File: src/rtl/tick_pkg.sv
// Shared types and default timing constants for the seconds tick generator.
package tick_pkg;

  typedef enum logic [1:0] {
    StStop = 2'd0,
    StRun  = 2'd1,
    StSet  = 2'd2
  } tick_state_t;

  localparam int unsigned DefClkHz      = 50_000_000;
  localparam int unsigned DefHoldCycles = 25_000_000;
  localparam int unsigned DefRepeatDiv  = 6_250_000;

endpackage

File: src/rtl/btn_edge.sv
// Rising-edge detector for an already synchronised, debounced level input.
module btn_edge (
  input  logic clk,
  input  logic resetn,
  input  logic d,
  output logic rise
);

  logic d_q, d_d;

  always_comb d_d = d;

  always_ff @(posedge clk or negedge resetn) begin
    if (!resetn) begin
      d_q <= 1'b0;
    end else begin
      d_q <= d_d;
    end
  end

  assign rise = d & ~d_q;

endmodule

File: src/rtl/tick_gen.sv
// One-second tick generator with STOP/RUN/SET modes and a manual advance button.
// Define TICK_GEN_AUTOREPEAT_EN to add hold-to-repeat on the advance button.
module tick_gen
  import tick_pkg::*;
#(
  parameter int unsigned CLK_HZ      = DefClkHz,
  parameter int unsigned HOLD_CYCLES = DefHoldCycles,
  parameter int unsigned REPEAT_DIV  = DefRepeatDiv
) (
  input  logic clk,
  input  logic resetn,
  input  logic run,
  input  logic set,
  input  logic adv_btn,
  output logic inc,
  output logic running
);

  localparam int unsigned PresW = $clog2(CLK_HZ);
  localparam logic [PresW-1:0] PresMax = PresW'(CLK_HZ - 1);

  tick_state_t      state_q, state_d;
  logic [PresW-1:0] presc_q, presc_d;
  logic             inc_q, inc_d;
  logic             running_q, running_d;
  logic             adv_rise, edge_pulse, rpt_fire, run_tick;

  btn_edge u_btn_edge (
    .clk    (clk),
    .resetn (resetn),
    .d      (adv_btn),
    .rise   (adv_rise)
  );

  always_comb begin
    state_d = state_q;
    unique case (state_q)
      StStop: begin
        if (set)      state_d = StSet;
        else if (run) state_d = StRun;
      end
      StRun: begin
        if (set)       state_d = StSet;
        else if (!run) state_d = StStop;
      end
      StSet: begin
        if (!set) state_d = run ? StRun : StStop;
      end
      default: state_d = StStop;
    endcase
  end

  // The RUN tick is decided on state_q alone, so a set arriving on the wrap still ticks.
  always_comb begin
    presc_d  = presc_q;
    run_tick = 1'b0;
    if (state_q == StRun) begin
      run_tick = (presc_q == PresMax);
      presc_d  = run_tick ? '0 : presc_q + PresW'(1);
    end else if (state_q == StSet) begin
      presc_d = '0;
    end
  end

  // An edge seen in the cycle SET is being left is dropped.
  assign edge_pulse = (state_q == StSet) && set && adv_rise;

`ifdef TICK_GEN_AUTOREPEAT_EN
  localparam int unsigned RptMax = (HOLD_CYCLES > REPEAT_DIV) ? HOLD_CYCLES : REPEAT_DIV;
  localparam int unsigned RptW   = $clog2(RptMax + 1);

  logic [RptW-1:0] rpt_cnt_q, rpt_cnt_d;
  logic            holding;

  // Zero means disarmed; a held press counts down and fires on reaching one.
  always_comb begin
    rpt_cnt_d = rpt_cnt_q;
    rpt_fire  = 1'b0;
    holding   = (state_q == StSet) && set && adv_btn;
    if (!holding) begin
      rpt_cnt_d = '0;
    end else if (adv_rise) begin
      rpt_cnt_d = RptW'(HOLD_CYCLES - 1);
    end else if (rpt_cnt_q == RptW'(1)) begin
      rpt_fire  = 1'b1;
      rpt_cnt_d = RptW'(REPEAT_DIV);
    end else if (rpt_cnt_q != '0) begin
      rpt_cnt_d = rpt_cnt_q - RptW'(1);
    end
  end

  always_ff @(posedge clk or negedge resetn) begin
    if (!resetn) begin
      rpt_cnt_q <= '0;
    end else begin
      rpt_cnt_q <= rpt_cnt_d;
    end
  end
`else
  assign rpt_fire = 1'b0;

  logic unused_rpt_params;
  assign unused_rpt_params = ^{HOLD_CYCLES, REPEAT_DIV};
`endif

  always_comb begin
    inc_d     = (run_tick | edge_pulse | rpt_fire) & ~inc_q;
    running_d = (state_d == StRun);
  end

  always_ff @(posedge clk or negedge resetn) begin
    if (!resetn) begin
      state_q   <= StStop;
      presc_q   <= '0;
      inc_q     <= 1'b0;
      running_q <= 1'b0;
    end else begin
      state_q   <= state_d;
      presc_q   <= presc_d;
      inc_q     <= inc_d;
      running_q <= running_d;
    end
  end

  assign inc     = inc_q;
  assign running = running_q;

endmodule

File: config.mk
export PLATFORM = sky130hd
export DESIGN_NAME = tick_gen
export DESIGN_NICKNAME = d
export VERILOG_FILES = /design/src/rtl/tick_pkg.sv /design/src/rtl/btn_edge.sv /design/src/rtl/tick_gen.sv
export SDC_FILE = /design/constraint.sdc
export NUM_CORES = 1
export LEC_CHECK = 0
export ABC_CLOCK_PERIOD_IN_PS = 3350
export BUFFER_PORTS_ARGS = -buffer_cell sky130_fd_sc_hd__buf_2
export CAP_MARGIN = 20
export CORE_ASPECT_RATIO = 1.4
export CORE_MARGIN = 4
export CORE_UTILIZATION = 40
export DETAILED_ROUTE_END_ITERATION = 8
export PLACE_DENSITY_LB_ADDON = 0.3
export SYNTH_ARGS = -nofsm -noshare
export SYNTH_HDL_FRONTEND = slang
export SYNTH_SLANG_ARGS = --single-unit
File: constraint.sdc
create_clock -name clk -period 3.35 [get_ports clk]
set_input_delay 0.67 -clock clk [delete_from_list [all_inputs] [get_ports clk]]
set_output_delay 0.67 -clock clk [all_outputs]
set_load 0.05 [all_outputs]
## Word level (Yosys, flattened, before mapping)

Cells that the tools add are included.

- RAM bits: 0
- Bits in read-only memories: 0
- Logic and storage cells: 30
- Bits of input ports: 5
- Output and inout bits: 2
- Register bits: 31
- Memories kept: 0
- Latch bits: 0

- Shift operators: 0
- Add/sub/neg operators: 1
- Equal/unequal tests: 4
- Reductions and logical operators: 4
- $mul: 0
- Mux-type cells: 11
- Magnitude comparators: 0
- Bitwise logic cells: 5
- Divide/modulo/power cells: 0

Operators by type and width:

| kind | count |
|---|---|
| $mux W26 | 3 |
| $add A26 B1 Y26 const B | 1 |
| $eq A26 B26 Y1 const B | 1 |
| $mux W2 | 5 |
| $pmux W2 S3 | 1 |
| $eq A2 B1 Y1 const B | 2 |
| $and A1 B1 Y1 | 2 |
| $eq A2 B2 Y1 const B | 1 |
| $logic_and A1 B1 Y1 | 2 |
| $logic_not A2 Y1 | 1 |
| $mux W1 | 2 |
| $not A1 Y1 | 2 |
| $reduce_bool A2 Y1 | 1 |
| $or A1 B1 Y1 | 1 |

## Logic depth before layout (Yosys ltp)

Gate-level depths: netlist (run 1).

- Word-level depth: 5
- Depth in mapped cells: 8
- Mapped depth without buffers: 6

## Hierarchy

From an unflattened synthesis (run 1), not the netlist that was laid out.

- Cell total of the unflattened synthesis: 197
- Area, all modules: 1831.8 sq um

Modules (own cells, without submodules):

| module | cells an instance | times used | area each (sq um) | sequential area each (sq um) |
|---|---|---|---|---|
| tick_gen | 195 | 1 | 1793.0 | 750.7 |
| btn_edge | 2 | 1 | 38.8 | 25.0 |

## Worst setup path before layout (run 1)

OpenSTA, ideal clock, no wires.

- Path type: reg2reg
- From: register state_q[0]
- To: register presc_q[18]
- Library setup time: 0.087 ns
- Buffers on the path: 2
- Setup slack: 1.044 ns
- Stages on the path, launching flop included: 9
- Data arrival time: 2.219 ns
- Data required time: 3.263 ns
- Cell sequence: dfrtp_1 > inv_1 > ha_1 > buf_2 > nand4_4 > or4_1 > buf_2 > or4_1 > a22oi_1

- Cells in the longest elaborated chain, start to end: 2
- Elaborated cells between the ends (all ways): 4
- Those cells by class: eq/ne: 2; mux: 1; reduce/logical: 1

RTL lines:

| element | RTL line | RTL |
|---|---|---|
| start: declaration | tick_gen.sv:22 | `tick_state_t state_q, state_d;` |
| start signal: assignment | tick_gen.sv:113 | `state_q <= StStop;` |
| start signal: assignment | tick_gen.sv:118 | `state_q <= state_d;` |
| $eq A2 B1 Y1 or $eq A2 B2 Y1 (tied branches) | tick_gen.sv:57, tick_gen.sv:60 |  |
| $mux W26 or $reduce_bool A2 Y1 (tied branches) | n/a |  |
| end signal: assignment | tick_gen.sv:119 | `presc_q <= presc_d;` |
| end: declaration | tick_gen.sv:23 | `logic [PresW-1:0] presc_q, presc_d;` |

Several ways; a longest one is shown, not always the timed one.
A chain may end at the register's enable or synchronous reset.

## Final worst setup path (run 1)

- From: register state_q[0]
- To: register presc_q[25]

Same word-level chain as after synthesis.

==> results of run 1 <==
cell families (layout without fill, tap and decap cells):
group	Yosys count	count (layout)	share of synthesized area (%)
simple gates	76	76	25.89
fa+ha+maj	5	5	3.489
xor+xnor	7	7	3.419
compound gates	48	48	18.28
buf+inv	15	21	3.349
mux	4	4	2.303
flops	31	31	43.27
synth_stat cells:
cell / count / share of area, %
dfrtp_1: 31 / 43
a22oi_1: 13 / 5.4
nand2_1: 13 / 2.7
nand3_1: 12 / 3.3
or4_1: 11 / 4.6
a21oi_1: 9 / 2.5
o21ai_1: 8 / 2.2
nand4_1: 7 / 2.4
clkbuf_1: 6 / 1.3
or3_1: 6 / 2.1
ha_1: 5 / 3.5
inv_1: 5 / 1.0
nor3_1: 5 / 1.4
o31ai_1: 5 / 2.1
and3_1: 4 / 1.4
xnor2_1: 4 / 2.0
and4_1: 3 / 1.5
buf_2: 3 / 0.84
mux2i_1: 3 / 1.7
nor2_1: 3 / 0.63
o2bb2ai_1: 3 / 1.5
xor2_1: 3 / 1.5
a21o_1: 2 / 0.84
a22o_1: 2 / 0.98
a2bb2oi_1: 2 / 0.98
nor4_1: 2 / 0.70
a31o_2: 1 / 0.49
a31oi_1: 1 / 0.35
and2_1: 1 / 0.35
and3_2: 1 / 0.42
and4bb_1: 1 / 0.70
inv_2: 1 / 0.21
mux2_2: 1 / 0.63
nand2_2: 1 / 0.35
nand2b_1: 1 / 0.35
nand3b_1: 1 / 0.42
nand4_4: 1 / 1.2
nor2b_1: 1 / 0.35
nor3b_1: 1 / 0.42
o21a_1: 1 / 0.42
o41ai_1: 1 / 0.49
or4b_1: 1 / 0.56
power breakdown:
| group | total (mW) | switching, mW | internal (mW) |
|---|---|---|---|
| sequential | 0.426 | 0.0276 | 0.398 |
| clock | 0.282 | 0.141 | 0.142 |
| combinational | 0.333 | 0.241 | 0.0911 |
worst max-delay path: cells and delay by family, from the launching register on:
family | cells | cell delay (ns)
DFF | 1 | 0.44
and+or+nand+nor | 3 | 1.00
adders and majority gates | 1 | 0.36
AOI/OAI and AO/OA | 1 | 0.16
buffers and inverters | 2 | 0.39
state kept, by name, indices dropped and copies added, names as in the netlist:
signal / count
inc: 1
state_q: 2
running: 1
u_btn_edge.d_q: 1
presc_q: 26
metal layers:
metal / up-vias / GRT usage, % / part of all wire [%]
met1: 757 / 17.82 / 41
li1: 727 / - / -
met5: - / 0 / 0
met3: 8 / 4.393 / 3.4
met2: 25 / 27.73 / 54
met4: 0 / 8.462 / 2.0
final cells by class:
class	count	area (sq um)	area share [%]
Multi-Input combinational cell	140	957.2	49.04
Sequential cell	31	775.7	39.74
Tap cell	60	75.07	3.846
Clock buffer	5	68.82	3.526
Timing Repair Buffer	7	37.54	1.923
Inverter	6	22.52	1.154
Clock inverter	3	15.01	0.7692
per-stage QoR:
step	util, %	cell area (sq um)
final	45.67	1952
after global routing	45.67	1952
after CTS	45.67	1952
after detailed placement	43.71	1868
after global placement	43.71	1868
after floorplan	-	1793
layout by cell type, fill, tap and decap left out, types with 3 or more instances in the layout:
cell type / instances
a21oi_1: 9
a22oi_1: 13
and3_1: 4
and4_1: 3
buf_2: 6
clkbuf_8: 5
clkinv_2: 3
dfrtp_1: 31
ha_1: 5
inv_1: 5
mux2i_1: 3
nand2_1: 13
nand3_1: 12
nand4_1: 7
nor2_1: 3
nor3_1: 5
o21ai_1: 8
o2bb2ai_1: 3
o31ai_1: 5
or3_1: 6
or4_1: 11
xnor2_1: 4
xor2_1: 3
worst max path at each step:
stage / startpoint / endpoint / slack [ns] / cells past startpoint
final: state_q[0]$_DFF_PN0_ / presc_q[25]$_DFFE_PN0P_ / 0.92 / 7
after global routing: state_q[0]$_DFF_PN0_ / presc_q[25]$_DFFE_PN0P_ / 0.73 / 7
after CTS: state_q[0]$_DFF_PN0_ / presc_q[25]$_DFFE_PN0P_ / 0.92 / 7
after detailed placement: state_q[0]$_DFF_PN0_ / presc_q[25]$_DFFE_PN0P_ / 0.93 / 7
after global placement: state_q[0]$_DFF_PN0_ / presc_q[25]$_DFFE_PN0P_ / 1.03 / 7
after floorplan: state_q[0]$_DFF_PN0_ / presc_q[18]$_DFFE_PN0P_ / 1.04 / 8
==> impl_results.md, run 1 <==
- Setup violators final: 0
- Largest net degree at the start of global routing: 32
- Max-slew violations: 0
- Clk root buf: clkbuf_8
- Gr usage total: 16.03%
- Die Ht: slightly below 90 um
- DRC errors left: 0
- Status: completed
- Iteration count of the initial detailed-routing pass: 4
- Min cycle time layout: between 2 and 2.5 ns
- H-tree depth: 2
- Proportion of synthesized chip area in sequential cells: approximately 43%
- Non-filler cells, final: roughly 250
- Maxcap violations: 0
- Routed WL: 3929 um
- Least-Margin Pin Slew: 0.6888 ns
- Die area: approximately 5600 sq um
- Worst-path cell with the longest stage delay: or4_1
- Syn nets: about 200
- Longest Clk Path Bufs: 2
- Worst path required time: 3.56 ns
- Critical path arrival: 2.63 ns
- Diodes inserted: 0
- Synthesis-to-finish area growth: 8.862%
- Dpl cells: 244
- Slowest cell delay on critical path: around 0.56 ns
- Critical Path Source Type: register
- Final ANT Viol Nets: 0
- Fmax: 0.4121 GHz
- Clock-pin slew on the worst setup and hold paths: 0.07 ns
- TritonCTS clock tree: done
- Final hold vios: 0
- Total power: 1.041 mW
- Clock latency on the worst-skew pair: 0.29 ns
- Hold_ws: 0.4210 ns
- Post-CTS setup buffers: 0
- Tcrit/Tclk final: 72.44%
- Minimum setup slack among reg-to-reg paths: 0.92 ns
- Critical R2R Capture: presc_q[25]$_DFFE_PN0P_
- Vias in the first global route: 1488
- Fillcell total: 442
- Synth cell types: 42
- Min-Delay Path Class: in2async
- Worst Skew: 0.005267 ns
- Post-Syn Area: 1793 sq um
- Setup CP Type: reg2reg
- Crit. End Element: register
- Routed wire length per instance: 15.59 um
- Clock sinks: 31
- Vias post-DR: approximately 1500
- First-pass GRT wire length: 6934 um
- Rows: 28
- CP Max Fanout: 26
- Post-Syn Area per Cell: 9.640 sq um
- Cts-stage hold buffer count: 0
- Worst setup margin: 0.9232 ns
- Gr ovfl total: 0
- DP Wirelength: 2794 um
- Pwr dens: 533.1 nW/um^2
- Port-buffer cells: 6
- Reg2reg start: state_q[0]$_DFF_PN0_
- Starting density of the core: 41.95%
- IO Pins: 7
- Setup TNS: 0 ns
- RD Place Congestion: 0.7774
- Pleak: 0.8110 nW
- Initial antenna violation count: 0
- Post-Synthesis Cells: about 190
- Worst slew margin: 54.08%
- Crit-path cells: inv_1, ha_1, buf_4, and4_1, nand3_1, or4_1, a22oi_1
- Vias/cell: 6.020
- Peak supply drop: 0.0003708 V
- Yosys warnings: 0
- DR iter-0 viols: 93
- Number of CTS-inserted buffers: 5
- RSZ-0062 raised after global routing: false
- Post_cts resized: 0
- Nets: 201
- Core Region: 4274 sq um
- Share of cells above drive strength 1: 10.94%
- Flops & latches, synth: 31
- Place WS: between 0.9 and 1 ns
- Register-to-Register Path Depth: 7
- Die Wd: between 60 and 70 um
Note: power is estimated with default switching activity, not from simulation.
==> run 2: changes to the inputs <==
- ABC_AREA: unset -> 1
- ABC_CLOCK_PERIOD_IN_PS: 3350 -> 2400
- clock period: 3.35 -> 2.4 ns (I/O delays scaled with it)
==> impl_results.md, run 2 <==
- Status: completed
- Proportion of synthesized chip area in sequential cells: 38.99%
- Adder-cell share of the synthesized area: 3.145%
- Seq. cell area: 775.7 sq um
- Die Ht: 91.45 um
- Setup violators final: 0
- Largest reg by FF count: presc_q
- Core Region: approximately 4800 sq um
- Non-filler cells, final: 358
- Peak supply drop: 0.0006297 V
- Nets: 303
- Post-synth EDFFs: 0
- Setup CP Type: reg2reg
- Setup crit start: state_q[1]$_DFF_PN0_
- Die area: 6182 sq um
- Critical Path End: presc_q[25]$_DFFE_PN0P_
- Main flop type after synthesis: dfrtp_1
- Worst slew margin: a little over half
- Minimum setup slack among reg-to-reg paths: between 0.5 and 0.6 ns
- Largest registers: presc_q x26, state_q x2
- Clock sinks: 31
- Gr ovfl total: 0
- Crit path max-delay family: simple AND/OR/NAND/NOR gates
- Compound-Gate Fraction of Synth Area: around 3.7%
- Synthesis-to-finish area growth: 9.057%
- CP Max Fanout: 9
- Pwr dens: 751.5 nW/um^2
- Iteration count of the initial detailed-routing pass: 4
- Clk root buf: clkbuf_8
- RSZ-0062 raised after global routing: false
- Synth cell types: 24
- Rows: 30
- Crit-path cells: inv_1, ha_1, inv_2, nor2_1, nand3_1, nor2_2, nand3_1, nand2_1, nand2_1, nor2_1
- Min-Delay Path Class: in2async
- Register-to-Register Path Depth: 10
- Die Wd: 67.60 um
- Routed wire length per instance: 12.32 um
- Critical R2R Capture: presc_q[25]$_DFFE_PN0P_
- Initial antenna violation count: 0
- Post-Synthesis Cells: 284
- Tcrit/Tclk final: 75.52%
- Routed WL: 4410 um
- Slowest cell delay on critical path: ~0.40 ns
- Max-slew violations: 0
- TritonCTS clock tree: done
- Buf/Inv on CP: 2
- Post-Syn Area: 1989 sq um
- Reg2reg start: state_q[1]$_DFF_PN0_
- Pleak: 0.9921 nW
- Count leader, synth: nand2_1
- Diodes inserted: 0
- Post-Syn Area per Cell: 7.005 sq um
- Total power: about 1.6 mW
- Maxcap violations: 0
- Crit. End Element: register
- Min cycle time layout: 1.812 ns
- Setup TNS: 0 ns
- Starting density of the core: 41.09%
- Worst setup margin: 0.5875 ns
- Dpl cells: 350
- Final hold vios: 0
- Xor/xnor cell area share of the yosys netlist: 3.962%
- Most frequent cells in the layout: nand2_1 (78), nor2_1 (46), inv_1 (35), dfrtp_1 (31), nand3_1 (25)
- Yosys warnings: 0
- Place WS: 0.6002 ns
- Flops & latches, synth: 31
- Longest Clk Path Bufs: 2
- Vias in the first global route: 1711
- Critical path arrival: 2.03 ns
- Area of the multi-input gates: approximately 1000 sq um
- Vias post-DR: 1757
- Fillcell total: 520
- First-pass GRT wire length: 7700 um
- Critical Path Source Type: register
- Share of cells above drive strength 1: between 10% and 20%
- Hold_ws: 0.2432 ns
- Async S/R FF share, synth: 100.0%
- WP depth: 10
- Max reg flops: 26
- Commonest non-fill, non-tap cell in the layout: nand2_1
- Cts-stage hold buffer count: 0
- Syn nets: 294
- Gr usage total: about 16%
- DRC errors left: 0
- Port-buffer cells: 6
- H-tree depth: 2
- IO Pins: 7
- Vias/cell: slightly below 5
- Synth top area cells: dfrtp_1 (39%), nand2_1 (15%), nor2_1 (8.7%), inv_1 (6.6%), nand3_1 (6.3%)
- Post-CTS setup buffers: 0
- Number of CTS-inserted buffers: 5
- Least-Margin Pin Slew: 0.7067 ns
- DP Wirelength: 3375 um
- Post_cts resized: 0
- Worst path required time: 2.62 ns
- Clock latency on the worst-skew pair: 0.28 ns
- Largest net degree at the start of global routing: 32
- Largest family of logic cells by synthesized area: simple AND/OR/NAND/NOR gates
- Worst Skew: ~0.0073 ns
- Synth Area in Simple Gates: between 40 and 50%
- DR iter-0 viols: 103
- Synth cell count leaders: nand2_1 (78), nor2_1 (46), inv_1 (35)
- Worst-path cell with the longest stage delay: dfrtp_1
- Clock-pin slew on the worst setup and hold paths: 0.07 ns
- Final ANT Viol Nets: 0
- Fmax: 0.5517 GHz
- RD Place Congestion: 0.8769
- Cell taking the most area after synthesis: dfrtp_1
- Mux cell area share after synthesis: 0%
- Top cell type's share of synthesized area: between 30 and 40%
==> run 2: changes by cell type in the layout (fill, tap and decap cells not counted), sizes merged, moves of 5 or more <==
cell	change
o31ai	-5
nor2	+58
a21oi	-5
a22oi	-13
or3	-6
nand2	+66
and3	-5
nand3	+14
or4	-11
inv	+32
==> run 2: cells by family (layout without fill, tap and decap cells) <==
group,count (synthesis),after routing
flops,31,31
buf+inv,44,54
fa+ha+maj,5,5
xor+xnor,9,9
compound gates,12,12
simple gates,183,183
==> run 2: worst min-delay path by stage <==
| stage | from | end | slack, ns | cells after the start |
|---|---|---|---|---|
| 5_1_grt | resetn | presc_q[14]$_DFFE_PN0P_ | 0.31 | 1 |
| 4_1_cts | resetn | presc_q[14]$_DFFE_PN0P_ | 0.27 | 1 |
| 3_5_place_dp | inc$_DFF_PN0_ | inc$_DFF_PN0_ | 0.41 | 1 |
| 3_3_place_gp | inc$_DFF_PN0_ | inc$_DFF_PN0_ | 0.41 | 1 |
| 6_report | resetn | presc_q[14]$_DFFE_PN0P_ | 0.24 | 1 |
| 2_1_floorplan | resetn | inc$_DFF_PN0_ | 0.18 | 0 |
==> run 2: where the power goes <==
group | switching, mW | total (mW) | internal (mW)
Sequential | 0.0280 | 0.586 | 0.558
Clock | 0.190 | 0.393 | 0.203
Combinational | 0.468 | 0.651 | 0.182
Total | 0.686 | 1.63 | 0.944
==> run 2: cell type report <==
type                       count  area share, %
multi-input combinational    209          47.58
sequential                    31          35.76
inverter                      38          6.574
tap                           64          3.691
clock buffer                   7          3.518
timing repair buffer           8          2.653
clock inverter                 1         0.2307
==> run 2: routing by layer <==
| metal | global-route usage, % | up-vias | routed length, um |
|---|---|---|---|
| li1 | - | 905 | - |
| met1 | 18.96 | 805 | 1754 |
| met2 | 27.78 | 36 | 2396 |
| met3 | 3.342 | 11 | 160 |
| met4 | 6.261 | 0 | 98 |
| met5 | 0 | - | 0 |
==> run 2: metrics by stage <==
stage                     util (%)  cell area, sq um
after floorplan                  -              1989
after global placement       43.13              2088
after detailed placement     43.13              2088
after CTS                    44.81              2170
after global routing         44.81              2170
final                        44.81              2170
==> run 3: changes to the inputs <==
- ABC_AREA: 1 -> 0
- ABC_CLOCK_PERIOD_IN_PS: 2400 -> 1900
- clock period: 2.4 -> 1.9 ns (I/O delays scaled with it)
==> impl_results.md, run 3 (synthesis results as in run 1) <==
- Switching Share: 37.41%
- Gr usage total: 17.95%
- Dpl cells: 273
- Largest registers: presc_q x26, state_q x2
- Initial antenna violation count: 0
- Starting density of the core: 41.95%
- Max-slew violations: 0
- Diodes inserted: 0
- Setup violators final: 15
- Cts-stage hold buffer count: 0
- Slowest cell delay on critical path: 0.55 ns
- DP Wirelength: around 3100 um
- Nets: 243
- Vias in the first global route: 1738
- Clock sinks: 31
- Final hold vios: 0
- Non-filler cells, final: 293
- DRC errors left: 0
- Worst setup margin: -0.2114 ns
- Peak supply drop: between 0.0006 and 0.0007 V
- Longest Clk Path Bufs: 2
- Clock power frac: 22.5%
- Setup CP Type: reg2reg
- Most frequent cells in the layout: buf_4 (38), dfrtp_1 (31), nand2_1 (13), nand3_1 (11)
- Routed wire length per instance: 17.95 um
- Total power: around 2.3 mW
- Routed WL: 5259 um
- RSZ-0062 raised after global routing: true
- Commonest non-fill, non-tap cell in the layout: buf_4
- First-pass GRT wire length: 7852 um
- Internal: 1.456 mW
- RD Place Congestion: 0.8458
- Placed cell area: 2091 sq um
- Min cycle time layout: 2.111 ns
- Port-buffer cells: 6
- Die Ht: 87.22 um
- Pleak: 1.058 nW
- Comb power frac: 46.4%
- Worst-path cell with the longest stage delay: or4_1
- Largest reg by FF count: presc_q
- Pwr dens: 960.4 nW/um^2
- Vias post-DR: between 1500 and 2000
- Critical Path Source Type: register
- Share of cells above drive strength 1: roughly 34%
- Vias/cell: between 6 and 7
- Clock-pin slew on the worst setup and hold paths: roughly 0.06 ns
- Die area: 5633 sq um
- Finished Core Util: 56.67%
- Worst path required time: 2.11 ns
- Crit path max-delay family: simple AND/OR/NAND/NOR gates
- Rows: 28
- Fmax: 0.4736 GHz
- Clk root buf: clkbuf_8
- Failing checks: setup timing
- DR iter-0 viols: 103
- TritonCTS clock tree: done
- Crit-path cells: inv_2, ha_4, nand4_4, or4_4, or4_1, a22oi_2
- Least-Margin Pin Slew: 0.7492 ns
- Buf/Inv on CP: 1
- Die Wd: 64.59 um
- IO Pins: 7
- Largest net degree at the start of global routing: 32
- Core Region: 4274 sq um
- Min-Delay Path Class: in2async
- Final ANT Viol Nets: 0
- Clock latency on the worst-skew pair: 0.29 ns
- Place WS: -0.3052 ns
- Worst Skew: about 0.0031 ns
- Final std cell area, no fill: between 2000 and 2500 sq um
- Critical path arrival: around 2.3 ns
- Iteration count of the initial detailed-routing pass: 4
- Crit. End Element: register
- Max reg flops: 26
- Fillcell total: slightly above 400
- Gr ovfl total: 0
- CP Max Fanout: 5
- Worst slew margin: 50.05%
- Maxcap violations: 0
- Synthesis-to-finish area growth: 35.10%
- Sequential share of power: a little under a third
- P_sw: 870.2 uW
- Number of CTS-inserted buffers: 5
- Status: finished with violations
- Tcrit/Tclk final: 111.1%
- H-tree depth: 2
-- run 3: cell type report --
| type | instances | area [sq um] | share of cell area [%] |
|---|---|---|---|
| clock buffers | 6 | 82.58 | 3.409 |
| clock inverters | 1 | 5.005 | 0.2066 |
| inverters | 6 | 22.52 | 0.9298 |
| multi-input cells | 141 | 1079 | 44.52 |
| flip-flops and latches | 31 | 775.7 | 32.02 |
| well taps | 60 | 75.07 | 3.099 |
| repair buffers | 48 | 382.9 | 15.81 |
-- run 3: per-stage QoR --
| step | TNS (ns) | hold slack, ns |
|---|---|---|
| CTS | -0.8816 | 0.1661 |
| global route | -2.678 | 0.1975 |
| finish | -1.768 | 0.1524 |
| floorplan | -2.210 | 0.08441 |
| global placement | -1.520 | 0.4068 |
| detailed placement | -2.266 | 0.4132 |
-- run 3: power by group through the flow --
stage / registers, mW / logic [mW] / clock network [mW]
final: 0.725 / 1.08 / 0.522
after global routing: 0.727 / 1.16 / 0.570
after CTS: 0.722 / 0.807 / 0.537
after detailed placement: 0.732 / 0.701 / 0
after global placement: 0.729 / 0.667 / 0
after floorplan: 0.796 / 0.430 / 0
-- run 3: path summary, 6_finish.rpt --
kind                                 startpoint                       end  slack (ns)  cells after the start
min in group clk                        adv_btn  u_btn_edge.d_q$_DFF_PN0_        0.22                      1
min reg2reg                       inc$_DFF_PN0_             inc$_DFF_PN0_        0.42                      1
max                        state_q[1]$_DFF_PN0_   presc_q[20]$_DFFE_PN0P_       -0.21                      6
max reg2reg                state_q[1]$_DFF_PN0_   presc_q[20]$_DFFE_PN0P_       -0.21                      6
min                                      resetn   presc_q[12]$_DFFE_PN0P_        0.15                      1
max in group asynchronous                resetn      state_q[1]$_DFF_PN0_        1.26                      1
-- run 3: per-layer routing --
| layer | vias up | part of all wire (%) | GRT usage [%] |
|---|---|---|---|
| met5 | - | 0 | 0 |
| met4 | 0 | 4.1 | 6.731 |
| met3 | 19 | 4.1 | 4.522 |
| met2 | 50 | 54 | 33.74 |
| met1 | 922 | 37 | 19.00 |
| li1 | 818 | - | - |
-- run 3: repair_timing --
item / 4_1_cts / 5_1_grt
pin swaps: 0 / 4
setup buffers: 5 / 6
setup endpoints to repair: 21 / 18
gates cloned: 0 / 2
gates resized for setup: 7 / 19
-- run 3: worst reg2reg max path, cell delays in order (launching register included) --
cell     delay, ns
dfrtp_1       0.37
inv_2         0.06
ha_4          0.29
nand4_4       0.12
or4_4         0.46
or4_1         0.55
a22oi_2       0.17
